===== src/rtl/ftdi_sync_rx_stream.sv =====
// ftdi_sync_rx_stream
//   Reads bytes from an FTDI FT245-style synchronous FIFO interface, packs
//   them into BYTES_PER_WORD-byte words (first byte in lane 0) and buffers
//   them in a first-word fall-through FIFO with a valid/ready output stream.
//
// Ports
//   clk_i       60 MHz FTDI clock, the only clock
//   rst_i       asynchronous active-high reset
//   rxf_n_i     FTDI RXF#, low when the chip holds data
//   data_i      FTDI data bus
//   rd_n_o      FTDI RD#, decoded from the state register
//   oe_n_o      FTDI OE#, decoded from the state register
//   enable_i    permits new read bursts
//   flush_i     one-cycle pulse, pushes a partially packed word
//   m_data_o    output word, first captured byte in the LSBs
//   m_keep_o    per-byte valid mask of m_data_o
//   m_valid_o   output word available (FIFO not empty)
//   m_ready_i   consumer accepts the output word
//   busy_o      FSM not in IDLE
//   rx_count_o  total captured bytes, wraps modulo 2^32
module ftdi_sync_rx_stream #(
    parameter int BYTES_PER_WORD = 1,
    parameter int FIFO_DEPTH     = 16,
    parameter int MAX_BURST      = 512,
    parameter int GAP_CYCLES     = 2
) (
    input  logic                          clk_i,
    input  logic                          rst_i,
    input  logic                          rxf_n_i,
    input  logic [7:0]                    data_i,
    output logic                          rd_n_o,
    output logic                          oe_n_o,
    input  logic                          enable_i,
    input  logic                          flush_i,
    output logic [8*BYTES_PER_WORD-1:0]   m_data_o,
    output logic [BYTES_PER_WORD-1:0]     m_keep_o,
    output logic                          m_valid_o,
    input  logic                          m_ready_i,
    output logic                          busy_o,
    output logic [31:0]                   rx_count_o
);

    localparam int W  = 8 * BYTES_PER_WORD;
    localparam int AW = $clog2(FIFO_DEPTH);
    localparam int LW = (BYTES_PER_WORD > 1) ? $clog2(BYTES_PER_WORD) : 1;

    localparam logic [AW:0]   TURN_MAX  = (AW+1)'(FIFO_DEPTH - 3);
    localparam logic [AW:0]   EXIT_MIN  = (AW+1)'(FIFO_DEPTH - 2);
    localparam logic [LW-1:0] LAST_LANE = LW'(BYTES_PER_WORD - 1);
    localparam logic [31:0]   BURST_LIM = 32'(MAX_BURST);
    localparam logic [31:0]   GAP_LOAD  = 32'(GAP_CYCLES - 1);

    typedef enum logic [2:0] {
        S_IDLE,
        S_TURN,
        S_READ,
        S_RELEASE,
        S_GAP
    } state_t;

    state_t        state_q, state_d;
    logic [31:0]   burst_q, burst_d;
    logic [31:0]   gap_q,   gap_d;
    logic          lim_q,   lim_d;
    logic [LW-1:0] lane_q,  lane_d;
    logic [W-1:0]  word_q,  word_d;
    logic [31:0]   rx_count_q;
    logic [AW-1:0] wr_ptr_q, rd_ptr_q;
    logic [AW:0]   fill_q,   fill_d;

    logic [BYTES_PER_WORD+W-1:0] mem [FIFO_DEPTH];

    logic                      cap;
    logic                      limit_hit;
    logic [W-1:0]              merged;
    int unsigned               filled;
    logic                      push;
    logic                      pop;
    logic [BYTES_PER_WORD-1:0] push_keep;

    // A byte is taken whenever RD# is low and the chip still flags data,
    // including the edge on which READ is left.
    assign cap       = (state_q == S_READ) && !rxf_n_i;
    assign limit_hit = (MAX_BURST != 0) && ((burst_q + 32'(cap)) == BURST_LIM);

    assign rd_n_o = (state_q != S_READ);
    assign oe_n_o = (state_q == S_IDLE) || (state_q == S_GAP);
    assign busy_o = (state_q != S_IDLE);

    always_comb begin
        state_d = state_q;
        burst_d = burst_q;
        gap_d   = gap_q;
        lim_d   = lim_q;
        case (state_q)
            S_IDLE: begin
                if (!rxf_n_i && enable_i && (fill_q <= TURN_MAX)) begin
                    state_d = S_TURN;
                    burst_d = '0;
                end
            end
            S_TURN: state_d = S_READ;
            S_READ: begin
                if (cap) begin
                    burst_d = burst_q + 32'd1;
                end
                // Exit at fill >= DEPTH-2 leaves room for the capture on this
                // edge plus one flush of a partial word.
                if (rxf_n_i || !enable_i || (fill_q >= EXIT_MIN) || limit_hit) begin
                    state_d = S_RELEASE;
                    lim_d   = limit_hit;
                end
            end
            S_RELEASE: begin
                if (lim_q && (GAP_CYCLES > 0)) begin
                    state_d = S_GAP;
                    gap_d   = GAP_LOAD;
                end else begin
                    state_d = S_IDLE;
                end
            end
            S_GAP: begin
                if (gap_q == '0) begin
                    state_d = S_IDLE;
                end else begin
                    gap_d = gap_q - 32'd1;
                end
            end
            default: state_d = S_IDLE;
        endcase
    end

    // Packer: the captured byte is merged first, so a flush on the same edge
    // sees it; a word completed by that byte is pushed once as a full word.
    always_comb begin
        merged = word_q;
        if (cap) begin
            merged[{lane_q, 3'b000} +: 8] = data_i;
        end
        filled    = 32'(lane_q) + 32'(cap);
        push      = 1'b0;
        push_keep = '0;
        lane_d    = lane_q;
        word_d    = word_q;
        if (cap && (lane_q == LAST_LANE)) begin
            push      = 1'b1;
            push_keep = '1;
            lane_d    = '0;
            word_d    = '0;
        end else if (flush_i && (filled != 0)) begin
            push = 1'b1;
            for (int unsigned i = 0; i < BYTES_PER_WORD; i++) begin
                push_keep[i] = (i < filled);
            end
            lane_d = '0;
            word_d = '0;
        end else if (cap) begin
            lane_d = lane_q + LW'(1);
            word_d = merged;
        end
    end

    assign m_valid_o = (fill_q != '0);
    assign pop       = m_valid_o && m_ready_i;

    always_comb begin
        fill_d = fill_q;
        if (push && !pop) begin
            fill_d = fill_q + (AW+1)'(1);
        end else if (pop && !push) begin
            fill_d = fill_q - (AW+1)'(1);
        end
    end

    assign {m_keep_o, m_data_o} = m_valid_o ? mem[rd_ptr_q] : '0;

    always_ff @(posedge clk_i) begin
        if (push) begin
            mem[wr_ptr_q] <= {push_keep, merged};
        end
    end

    always_ff @(posedge clk_i or posedge rst_i) begin
        if (rst_i) begin
            state_q    <= S_IDLE;
            burst_q    <= '0;
            gap_q      <= '0;
            lim_q      <= 1'b0;
            lane_q     <= '0;
            word_q     <= '0;
            rx_count_q <= '0;
            wr_ptr_q   <= '0;
            rd_ptr_q   <= '0;
            fill_q     <= '0;
        end else begin
            state_q <= state_d;
            burst_q <= burst_d;
            gap_q   <= gap_d;
            lim_q   <= lim_d;
            lane_q  <= lane_d;
            word_q  <= word_d;
            fill_q  <= fill_d;
            if (cap) begin
                rx_count_q <= rx_count_q + 32'd1;
            end
            if (push) begin
                wr_ptr_q <= wr_ptr_q + AW'(1);
            end
            if (pop) begin
                rd_ptr_q <= rd_ptr_q + AW'(1);
            end
        end
    end

    assign rx_count_o = rx_count_q;

endmodule


===== config.mk =====
export PLATFORM = sky130hd
export DESIGN_NAME = ftdi_sync_rx_stream
export DESIGN_NICKNAME = d
export VERILOG_FILES = /design/src/rtl/ftdi_sync_rx_stream.sv
export SDC_FILE = /design/constraint.sdc
export NUM_CORES = 1
export LEC_CHECK = 0
export BUFFER_PORTS_ARGS = -buffer_cell sky130_fd_sc_hd__buf_2
export CELL_PAD_IN_SITES_DETAIL_PLACEMENT = 1
export CELL_PAD_IN_SITES_GLOBAL_PLACEMENT = 1
export CORE_MARGIN = 2
export CORE_UTILIZATION = 55
export CTS_CLUSTER_DIAMETER = 50
export DETAILED_ROUTE_END_ITERATION = 12
export PLACE_DENSITY_LB_ADDON = 0.1
export RECOVER_POWER = 100
export SLEW_MARGIN = 40
export SYNTH_ARGS = -nofsm -noshare
export SYNTH_HDL_FRONTEND = slang
export SYNTH_SLANG_ARGS = --single-unit

===== constraint.sdc =====
create_clock -name clk_i -period 8.3 [get_ports clk_i]
set_input_delay 1.66 -clock clk_i [delete_from_list [all_inputs] [get_ports clk_i]]
set_output_delay 1.66 -clock clk_i [all_outputs]
set_load 0.01 [all_outputs]

==> results.sh <==
export IMPL_min_path_type="reg2reg"
export IMPL_fin_crit_ps=5230
export IMPL_coreArea_um2=22000
export IMPL_tightestPinTransition_ps=2410
export IMPL_synth_area_leader_cell="edfxtp_1"
export IMPL_crit_type="in2reg"
export IMPL_post_cts_buffers=0
export IMPL_synthTopCellsByArea="edfxtp_1, dfrtp_1, mux4_2"
export IMPL_synth_edf_count=144
export IMPL_clockRootBuffer="clkbuf_16"
export IMPL_ant_nets=0
export IMPL_firstDrtPassIters=5
export IMPL_p_leak_nw=5.23
export IMPL_synthMostInstantiatedCell="edfxtp_1"
export IMPL_place_hpwl_um=20300
export IMPL_routedWlPerCell_um=23.1
export IMPL_num_vias=7772
export IMPL_insertion_delay_ps=550
export IMPL_dp_cells=1223
export IMPL_rrSetupSlack_ps=3590
export IMPL_hold_depth=1
export IMPL_netlist_area_um2=12300
export IMPL_ys_warn_count=0
export IMPL_port_buffers=58
export IMPL_max_cap_violations=2
export IMPL_drive_gt1_frac=0.132
export IMPL_p_per_area_nw_per_um2=286
export IMPL_arrival_ps=5650
export IMPL_synth_top_cell_area_share=0.350
export IMPL_preCtsSetupSlack_ps=3230
export IMPL_status="complete, but fails checks"
export IMPL_setup_viol=0
export IMPL_finalWorstSetupSlack_ps=3070
export IMPL_max_slew_margin=-0.613
export IMPL_grt_ovfl_total=0
export IMPL_vdd_ir_drop_max_mv=0.211
export IMPL_syn2layout_area_growth_pct=10.8
export IMPL_synth_cell_types=69
export IMPL_fp_row_count=54
export IMPL_utilization=0.623
export IMPL_path_max_fanout=23
export IMPL_cts_resized_gates=0
export IMPL_place_congestion=0.912
export IMPL_synth_common_cells="edfxtp_1, dfrtp_1, nor2_1, xnor2_1, nand2_1"
export IMPL_ys_ff_latch=266
export IMPL_initial_core_util=0.562
export IMPL_hold_viol=0
export IMPL_clock_sinks=266
export IMPL_rsz0062_at_grt="false"
export IMPL_wirelength_um=29600
export IMPL_finalPower_mw=3.92
export IMPL_finalSetupTns_ps=0
export IMPL_placed_area_um2=12900
export IMPL_grt_pass1_wl_um=47800
export IMPL_clk_path_buf_depth=3
export IMPL_reg2regPathDepth=14
export IMPL_yosys_most_used_dff="edfxtp_1"
export IMPL_cts_buffers=31
export IMPL_finalInstanceArea_um2=13700
export IMPL_synth_fp_nets=955
export IMPL_cts_tree="built"
export IMPL_grt_max_degree=71
export IMPL_cts_hold_buf=0
export IMPL_antenna_cells=0
export IMPL_hold_ws_ps=468
export IMPL_critical_path_required_ps=8720
export IMPL_antenna_found_initial=0
export IMPL_crit_path_end_kind="flop"
export IMPL_syn_area_per_cell_um2=13.3
export IMPL_ys_seq_area_frac=0.598
export IMPL_dieHeight_um=154
export IMPL_synthCells=926
export IMPL_dieWidth_um=154
export IMPL_htreeDepth=1
export IMPL_min_period_over_period=0.631
export IMPL_clk_pin_slew_ps=60
export IMPL_drc=0
export IMPL_cp_start_kind="input port"
export IMPL_track_usage=0.259
export IMPL_fmax_mhz=191
export IMPL_die_area_um2=23700
export IMPL_first_iter_violations=470
export IMPL_async_reset_ff_frac=0.459
export IMPL_io_pins=59
export IMPL_skew_ps=14.3
export IMPL_nets=1005
export IMPL_violations="capacitance limit, slew limit"
export IMPL_grt_pass1_vias=8477
export IMPL_via_per_inst=6.07
export IMPL_final_cells=1281
export IMPL_slew_viol_final=64
-- path summary, 6_finish.rpt --
| kind | end | start |
|---|---|---|
| max in group asynchronous | rd_ptr_q[0] | rst_i |
| setup reg to reg | fill_q[4] | state_q[0] |
| hold reg to reg | rx_count_o[31] | rx_count_o[31] |
| hold / removal | rx_count_o[31] | rx_count_o[31] |
| setup / recovery | fill_q[4] | rxf_n_i |
| min in group asynchronous | burst_q[0] | rst_i |
-- critical path: stages --
cell	delay (ps)
clkbuf_1	150
nor3_1	1230
a21oi_1	60
clkbuf_1	360
inv_1	600
ha_1	300
inv_1	110
fa_1	430
a21o_1	180
a21oi_1	180
xnor2_1	140
nor2_1	70
xor2_1	150
-- logic make-up after synthesis --
logic type	synth area share
adder cells (fa/ha/maj)	0.0158
buffers and inverters	0.0247
XOR/XNOR	0.0702
AND/OR/NAND/NOR	0.161
multiplexers	0.0964
AO/OA/AOI/OAI	0.0338
flip-flops	0.598
-- placed cells by master, fill, tap and decap left out, types with 4 or more instances in the layout --
cell type	count
a21oi_1	13
and2_0	10
and3_1	15
and4_1	5
buf_2	13
buf_4	4
clkbuf_1	53
clkbuf_16	31
clkinv_1	7
dfrtp_1	121
edfxtp_1	144
ha_1	14
inv_1	18
inv_6	5
mux2_1	9
mux2_2	4
mux4_2	45
nand2_1	47
nand2b_1	7
nand3_1	32
nand4_1	34
nor2_1	89
nor2b_1	10
nor3_1	26
nor3b_1	4
nor4_1	21
o21ai_0	23
or3_1	20
or4_1	5
xnor2_1	67
xor2_1	32
-- layout make-up --
class	instances	area, um2
clock buffer	33	783
clock inverter	25	238
fill	2155	8280
inverter	19	72.6
multi-input combinational	589	4560
sequential	266	7380
tap	280	350
timing repair buffer	69	298
-- per-layer routing --
metal / vias to the layer above / routed length, um / GRT usage
li1: 3531 / - / -
met1: 4026 / 12700 / 0.341
met2: 165 / 15100 / 0.459
met3: 50 / 1140 / 0.0347
met4: 0 / 699 / 0.0681
met5: - / 0 / 0
-- registers in the layout, summed over array words and instances, names as in the netlist --
register,flops
state_q,3
gap_q,32
burst_q,32
lane_q,1
word_q,8
fill_q,5
mem,144
rd_ptr_q,4
lim_q,1
wr_ptr_q,4
rx_count_o,32
-- report_power, final --
part | leakage (nW) | switching [mW] | internal, mW | total (mW)
clock network | 0.493 | 0.557 | 0.787 | 1.34
registers | 2.98 | 0.148 | 1.52 | 1.67
logic | 1.75 | 0.485 | 0.416 | 0.901
(Power assumes the default switching activity.)
